===== src/rtl/score_display_if.sv =====
// Bus between the score logic and the seven-segment driver.
//
// Handshake: in_LOAD is the request (valid) and !out_BUSY is ready. A value
// transfers on a rising clock edge where in_LOAD=1 and out_BUSY=0; a request
// seen while out_BUSY=1 is dropped, not queued, and the caller re-issues it.
// out_SEG/out_OVF change only on the edge where out_BUSY falls.
interface score_display_if #(
  parameter int DIGITS = 2,
  parameter int BIN_W  = 7
);
  logic [BIN_W-1:0]    in_VALUE;
  logic                in_LOAD;
  logic [7*DIGITS-1:0] out_SEG;
  logic                out_BUSY;
  logic                out_OVF;
  logic [1:0]          dbg_state;

  modport master (
    output in_VALUE, in_LOAD,
    input  out_SEG, out_BUSY, out_OVF, dbg_state
  );

  modport slave (
    input  in_VALUE, in_LOAD,
    output out_SEG, out_BUSY, out_OVF, dbg_state
  );
endinterface


===== src/rtl/score_display.sv =====
// Multi-digit active-low seven-segment driver for the scoreboard.
// Decimal mode converts with a sequential double-dabble (one bit per cycle);
// hex mode shows the captured nibbles directly. Supports leading-zero
// blanking and shows dashes when the value does not fit.
module score_display #(
  parameter int DIGITS   = 2,
  parameter int BIN_W    = 7,
  parameter int HEX_MODE = 0,
  parameter int BLANK_LZ = 1
) (
  input logic             in_CLK,
  input logic             in_RESET_N,
  score_display_if.slave  bus
);

  localparam int NW = 4 * DIGITS;
  localparam int CW = $clog2(BIN_W + 1);
  localparam logic [CW-1:0] CNT_LAST = CW'(BIN_W - 1);
  localparam logic [6:0] SEG_DASH  = 7'b0111111;
  localparam logic [6:0] SEG_BLANK = 7'b1111111;

  function automatic logic [63:0] pow10(input int n);
    logic [63:0] r;
    r = 64'd1;
    for (int i = 0; i < n; i++) r = r * 64'd10;
    return r;
  endfunction

  localparam logic [63:0] DEC_LIMIT = pow10(DIGITS);

  function automatic logic [6:0] seg_code(input logic [3:0] n);
    case (n)
      4'h0: seg_code = 7'b1000000;
      4'h1: seg_code = 7'b1111001;
      4'h2: seg_code = 7'b0100100;
      4'h3: seg_code = 7'b0110000;
      4'h4: seg_code = 7'b0011001;
      4'h5: seg_code = 7'b0010010;
      4'h6: seg_code = 7'b0000010;
      4'h7: seg_code = 7'b1111000;
      4'h8: seg_code = 7'b0000000;
      4'h9: seg_code = 7'b0011000;
      4'hA: seg_code = 7'b0001000;
      4'hB: seg_code = 7'b0000011;
      4'hC: seg_code = 7'b1000110;
      4'hD: seg_code = 7'b0100001;
      4'hE: seg_code = 7'b0000110;
      default: seg_code = 7'b0001110;
    endcase
  endfunction

  typedef enum logic [1:0] {
    S_IDLE    = 2'd0,
    S_CONVERT = 2'd1,
    S_UPDATE  = 2'd2
  } state_t;

  state_t              state_q;
  logic [BIN_W-1:0]    shift_q, shift_d;
  logic [NW-1:0]       bcd_q, bcd_d, bcd_adj;
  logic [CW-1:0]       cnt_q;
  logic                ovf_pend_q;
  logic                ovf_d;
  logic [7*DIGITS-1:0] seg_q, seg_d;
  logic                busy_q;
  logic                ovf_q;
  logic [63:0]         val_ext;
  logic [NW-1:0]       nib_src;
  logic [3:0]          nib;
  logic                lead;

  // Overflow of the incoming value, evaluated at the moment a load is accepted.
  always_comb begin
    val_ext = 64'(bus.in_VALUE);
    ovf_d   = (HEX_MODE != 0) ? ((val_ext >> NW) != 64'd0)
                              : (val_ext >= DEC_LIMIT);
  end

  // One double-dabble step: add 3 to nibbles >= 5, then shift {bcd, bin} left.
  always_comb begin
    bcd_adj = bcd_q;
    for (int i = 0; i < DIGITS; i++) begin
      if (bcd_q[4*i +: 4] >= 4'd5) bcd_adj[4*i +: 4] = bcd_q[4*i +: 4] + 4'd3;
    end
    bcd_d   = {bcd_adj[NW-2:0], shift_q[BIN_W-1]};
    shift_d = shift_q << 1;
  end

  // Segment pattern for the finished value; scans from the top digit so that
  // "this digit and all above are zero" is a single running flag.
  always_comb begin
    nib_src = (HEX_MODE != 0) ? NW'(shift_q) : bcd_q;
    seg_d   = '1;
    lead    = 1'b1;
    nib     = 4'd0;
    for (int i = DIGITS - 1; i >= 0; i--) begin
      nib = nib_src[4*i +: 4];
      if (ovf_pend_q) begin
        seg_d[7*i +: 7] = SEG_DASH;
      end else if ((BLANK_LZ != 0) && (i > 0) && lead && (nib == 4'd0)) begin
        seg_d[7*i +: 7] = SEG_BLANK;
      end else begin
        seg_d[7*i +: 7] = seg_code(nib);
        lead = 1'b0;
      end
    end
  end

  // Control FSM with all outputs registered; display changes only in UPDATE.
  always_ff @(posedge in_CLK or negedge in_RESET_N) begin
    if (!in_RESET_N) begin
      state_q    <= S_IDLE;
      shift_q    <= '0;
      bcd_q      <= '0;
      cnt_q      <= '0;
      ovf_pend_q <= 1'b0;
      seg_q      <= '1;
      busy_q     <= 1'b0;
      ovf_q      <= 1'b0;
    end else begin
      case (state_q)
        S_IDLE: begin
          if (bus.in_LOAD) begin
            shift_q    <= bus.in_VALUE;
            bcd_q      <= '0;
            cnt_q      <= '0;
            ovf_pend_q <= ovf_d;
            busy_q     <= 1'b1;
            state_q    <= (HEX_MODE != 0) ? S_UPDATE : S_CONVERT;
          end
        end
        S_CONVERT: begin
          bcd_q      <= bcd_d;
          shift_q    <= shift_d;
          // A carry out of the top digit can only happen when the value is
          // already out of range; folding it in keeps the flag self-consistent.
          ovf_pend_q <= ovf_pend_q | bcd_adj[NW-1];
          if (cnt_q == CNT_LAST) state_q <= S_UPDATE;
          else cnt_q <= cnt_q + CW'(1);
        end
        S_UPDATE: begin
          seg_q   <= seg_d;
          ovf_q   <= ovf_pend_q;
          busy_q  <= 1'b0;
          state_q <= S_IDLE;
        end
        default: state_q <= S_IDLE;
      endcase
    end
  end

  assign bus.out_SEG   = seg_q;
  assign bus.out_BUSY  = busy_q;
  assign bus.out_OVF   = ovf_q;
  assign bus.dbg_state = state_q;

endmodule


===== src/flat_wrapper.sv =====
// flat-port wrapper written by rule: the top's interface ports become plain ports
module score_display_flat 
#(
  parameter int DIGITS   = 2,
  parameter int BIN_W    = 7,
  parameter int HEX_MODE = 0,
  parameter int BLANK_LZ = 1
)
  (in_CLK, in_RESET_N, bus_in_VALUE, bus_in_LOAD, bus_out_SEG, bus_out_BUSY, bus_out_OVF, bus_dbg_state);
  score_display_if #(.DIGITS(DIGITS), .BIN_W(BIN_W)) bus_i ();
  input logic in_CLK;
  input logic in_RESET_N;
  input wire logic [$bits(bus_i.in_VALUE)-1:0] bus_in_VALUE;
  input wire logic [$bits(bus_i.in_LOAD)-1:0] bus_in_LOAD;
  output wire logic [$bits(bus_i.out_SEG)-1:0] bus_out_SEG;
  output wire logic [$bits(bus_i.out_BUSY)-1:0] bus_out_BUSY;
  output wire logic [$bits(bus_i.out_OVF)-1:0] bus_out_OVF;
  output wire logic [$bits(bus_i.dbg_state)-1:0] bus_dbg_state;
  assign bus_i.in_VALUE = bus_in_VALUE;
  assign bus_i.in_LOAD = bus_in_LOAD;
  assign bus_out_SEG = bus_i.out_SEG;
  assign bus_out_BUSY = bus_i.out_BUSY;
  assign bus_out_OVF = bus_i.out_OVF;
  assign bus_dbg_state = bus_i.dbg_state;
  score_display #(.DIGITS(DIGITS), .BIN_W(BIN_W), .HEX_MODE(HEX_MODE), .BLANK_LZ(BLANK_LZ)) u_core (.in_CLK(in_CLK), .in_RESET_N(in_RESET_N), .bus(bus_i));
endmodule

===== config.mk =====
export PLATFORM = sky130hd
export DESIGN_NAME = score_display_flat
export DESIGN_NICKNAME = d
export VERILOG_FILES = /design/src/rtl/score_display_if.sv /design/src/rtl/score_display.sv /design/src/flat_wrapper.sv
export SDC_FILE = /design/constraint.sdc
export NUM_CORES = 1
export LEC_CHECK = 0
export ABC_AREA = 1
export CORE_ASPECT_RATIO = 1.2
export CORE_UTILIZATION = 40
export CTS_CLUSTER_SIZE = 10
export DETAILED_ROUTE_END_ITERATION = 12
export SLEW_MARGIN = 20
export SYNTH_ARGS = -nofsm -noshare
export SYNTH_HDL_FRONTEND = slang
export SYNTH_SLANG_ARGS = --single-unit

===== constraint.sdc =====
create_clock -name in_CLK -period 3.3 [get_ports in_CLK]
set_clock_uncertainty 0.1 [all_clocks]
set_input_delay 0.66 -clock in_CLK [delete_from_list [all_inputs] [get_ports in_CLK]]
set_output_delay 0.66 -clock in_CLK [all_outputs]
set_load 0.05 [all_outputs]

==> results.md <==
* Drt wl/cell at 12.2 um
* Placed cell count at around 360
* Min Tclk post-route at around 2400 ps
* Routed vias at roughly 1800
* # Max-Cap Violations at 0
* Slew headroom at 0.443
* H-tree level count at 2
* CP bufs+invs at 1
* Crit start category: flop
* Clk root buf: clkbuf_8
* WHS at ~370 ps
* Vias in the first global route at between 1500 and 2000
* Critical-path cell list: clkdlybuf4s50_1
* Family with the most delay on the worst path: buffers and inverters
* Cts bufs inserted at 5
* Sum of negative setup slack at 0 ps
* Yosys Warn Count at 0
* Crit Path Max Fanout at 2
* Number of vias per cell at roughly 5.1
* Maximum VDD drop at ~0.49 mV
* CP Data Required Time at 2540 ps
* First drt pass iteration count at 4
* Hold buffers post-CTS at 0
* Die Area at approximately 0.0057 sq mm
* Core area at 0.00504 sq mm
* Cell row count at 28
* Critical Path Max Stage Delay at just under 800 ps
* Post-route non-filler standard cell count at approximately 360
* Power Density at just over 1000 mW/mm^2
* Effective utilization at floorplan at 0.427
* DP Wirelength at around 3200 um
* GRT Total Usage at 0.180
* Post-synthesis sequential area ratio at 0.438
* Critical Path AT at around 1600 ps
* Initial antenna violation count at 0
* # diodes at 0
* Final hold viol count at 0
* Final antenna-violating net count at 0
* Post CTS Setup Buffer Count at 0
* Clock-pin slew on the worst setup and hold paths at 70 ps
* DRT iter0 DRCs at 91
* Worst slew pin tran at 835 ps
* Final #Nets at ~330
* DRC at 0
* CTS Sinks at 37
* Final Max Slew Viols at 0
* Crit path kind: flop to output port
* First-pass GRT wire length at 7560 um
* Grt ovf at 0
* Status: completed
* Syn avg cell area at slightly below 8 sq um
* Layout area overhead at 17.6%
* Fillers at roughly 520
* Clock buffer depth at 2
* Hold Path Class: input pin to asynchronous set/reset pin
* Routability Congestion at around 0.82
* CTS tree: done
* Final setup vio count at 0
* Drt total wl at about 4400 um
* Die W at between 60 and 70 um
* Synthesized area at 0.00215 sq mm
* Cells after Synth at 277
* Max Clk Rate at 421 MHz
* LEAKAGE at 1.20 nW
* Mapped Nets at 300
* Critical path endpoint category: output port
* FF+latch count, synth at 37
* Die H at about 80 um
* Yosys cell types at 29
* # resized after CTS at 0
* Later-pin clock latency in the skew report at 280 ps
* # IOs at 28
* Slowest CP cell: clkdlybuf4s50_1
* Pin count of the biggest net entering global routing at 38
* Share of the clock period used by the worst path at 0.720
* Layout cell share with drive strength beyond 1 at 0.115
* Port bufs at 27
* RSZ-0062 raised after global routing: false
worst paths after layout:
path,from,end,slack (ps),depth (start not counted)
max,u_core.bus.out_SEG[8]$_DFFE_PN1P_,bus_out_SEG[8],920,1
max reg2reg,u_core.bus.dbg_state[1]$_DFFE_PN0P_,u_core.shift_q[5]$_DFFE_PN0P_,1470,6
max in group asynchronous,in_RESET_N,u_core.bus.out_OVF$_DFFE_PN0P_,2200,1
min in group in_CLK,u_core.bus.out_SEG[13]$_DFFE_PN1P_,u_core.bus.out_SEG[13]$_DFFE_PN1P_,370,2
min reg2reg,u_core.bus.out_SEG[13]$_DFFE_PN1P_,u_core.bus.out_SEG[13]$_DFFE_PN1P_,370,2
min,in_RESET_N,u_core.bcd_q[7]$_DFFE_PN0P_,370,1
metrics by stage:
step	setup slack, ps	area, sq um	utilization	power [mW]
4_1_cts	906	2530	0.502	2.62
3_5_place_dp	1230	2440	0.484	2.28
6_report	925	2530	0.502	2.60
3_3_place_gp	1240	2440	0.484	2.27
2_1_floorplan	1680	2150	-	1.94
5_1_grt	864	2530	0.502	2.86
worst register-to-register path, cell delays in order, from the launching register on:
cell,delay (ps)
dfrtp_1,460
nor2_4,350
inv_2,180
nand2_2,240
inv_1,190
nand2_1,100
o221ai_1,100
cell families after synthesis:
family	synth area share
xor+xnor	0.00814
flops	0.438
fa+ha+maj	0.0755
simple gates	0.261
buf+inv	0.0813
compound gates	0.135
metal layers:
| metal | track usage | share of wire | up-vias |
|---|---|---|---|
| li1 | - | - | 948 |
| met1 | 0.237 | 0.49 | 842 |
| met2 | 0.288 | 0.46 | 47 |
| met3 | 0.0371 | 0.042 | 5 |
| met4 | 0.0673 | 0.014 | 0 |
| met5 | 0 | 0 | - |
Yosys cell counts, drive strengths merged:
cell type	number	area, sq um
xor2	2	17.5
o221ai	1	8.76
dfrtp	23	576
a21oi	12	60.1
nand4	3	18.8
ha	13	163
a21boi	1	7.51
a31oi	2	12.5
o211ai	4	30.0
inv	30	115
clkinv	1	8.76
nand3	19	95.1
nor3	2	10.0
nor2	37	154
buf	8	51.3
nand2	72	285
o22ai	3	18.8
dfstp	14	368
o21ai	30	154
registers in the layout, indices dropped and copies added, names as in the netlist:
signal	cells
u_core.bus.dbg_state	2
u_core.bus.out_SEG	14
u_core.cnt_q	3
u_core.shift_q	7
u_core.bus.out_OVF	1
u_core.bus.out_BUSY	1
u_core.ovf_pend_q	1
u_core.bcd_q	8
power breakdown:
part	leakage [nW]	internal [mW]	switching [mW]
logic	0.730	0.469	0.934
clock network	0.0455	0.170	0.157
registers	0.425	0.690	0.180
placed cells by master (no fill, tap or decap):
cell type,synthesis,layout
o21ai_0,24,24
nand4_1,3,3
nor2_4,1,1
a21oi_1,12,12
dfrtp_1,23,23
inv_2,3,3
nand2_2,3,3
o211ai_1,4,4
nand3_1,19,19
nor3_1,2,2
inv_4,1,1
clkbuf_1,0,2
o22ai_1,3,3
clkinv_4,1,1
o221ai_1,1,1
inv_1,26,26
o21ai_2,1,1
o21ai_1,5,5
clkbuf_8,0,6
ha_1,13,13
nor2_2,3,3
nand2_1,68,68
nand2_4,1,1
a21boi_0,1,1
buf_2,5,1
dfstp_2,14,14
clkdlybuf4s50_1,0,26
xor2_1,2,2
nor2_1,33,33
a31oi_1,2,2
area by class of cell:
| cell class | count | area (sq um) | area share |
|---|---|---|---|
| clock buffers | 8 | 90.1 | 0.0356 |
| inverters | 31 | 124 | 0.0489 |
| multi-input cells | 201 | 1030 | 0.409 |
| flip-flops and latches | 37 | 943 | 0.373 |
| well taps | 60 | 75.1 | 0.0296 |
| repair buffers | 27 | 265 | 0.105 |
Power figures use the tool's default switching activity.
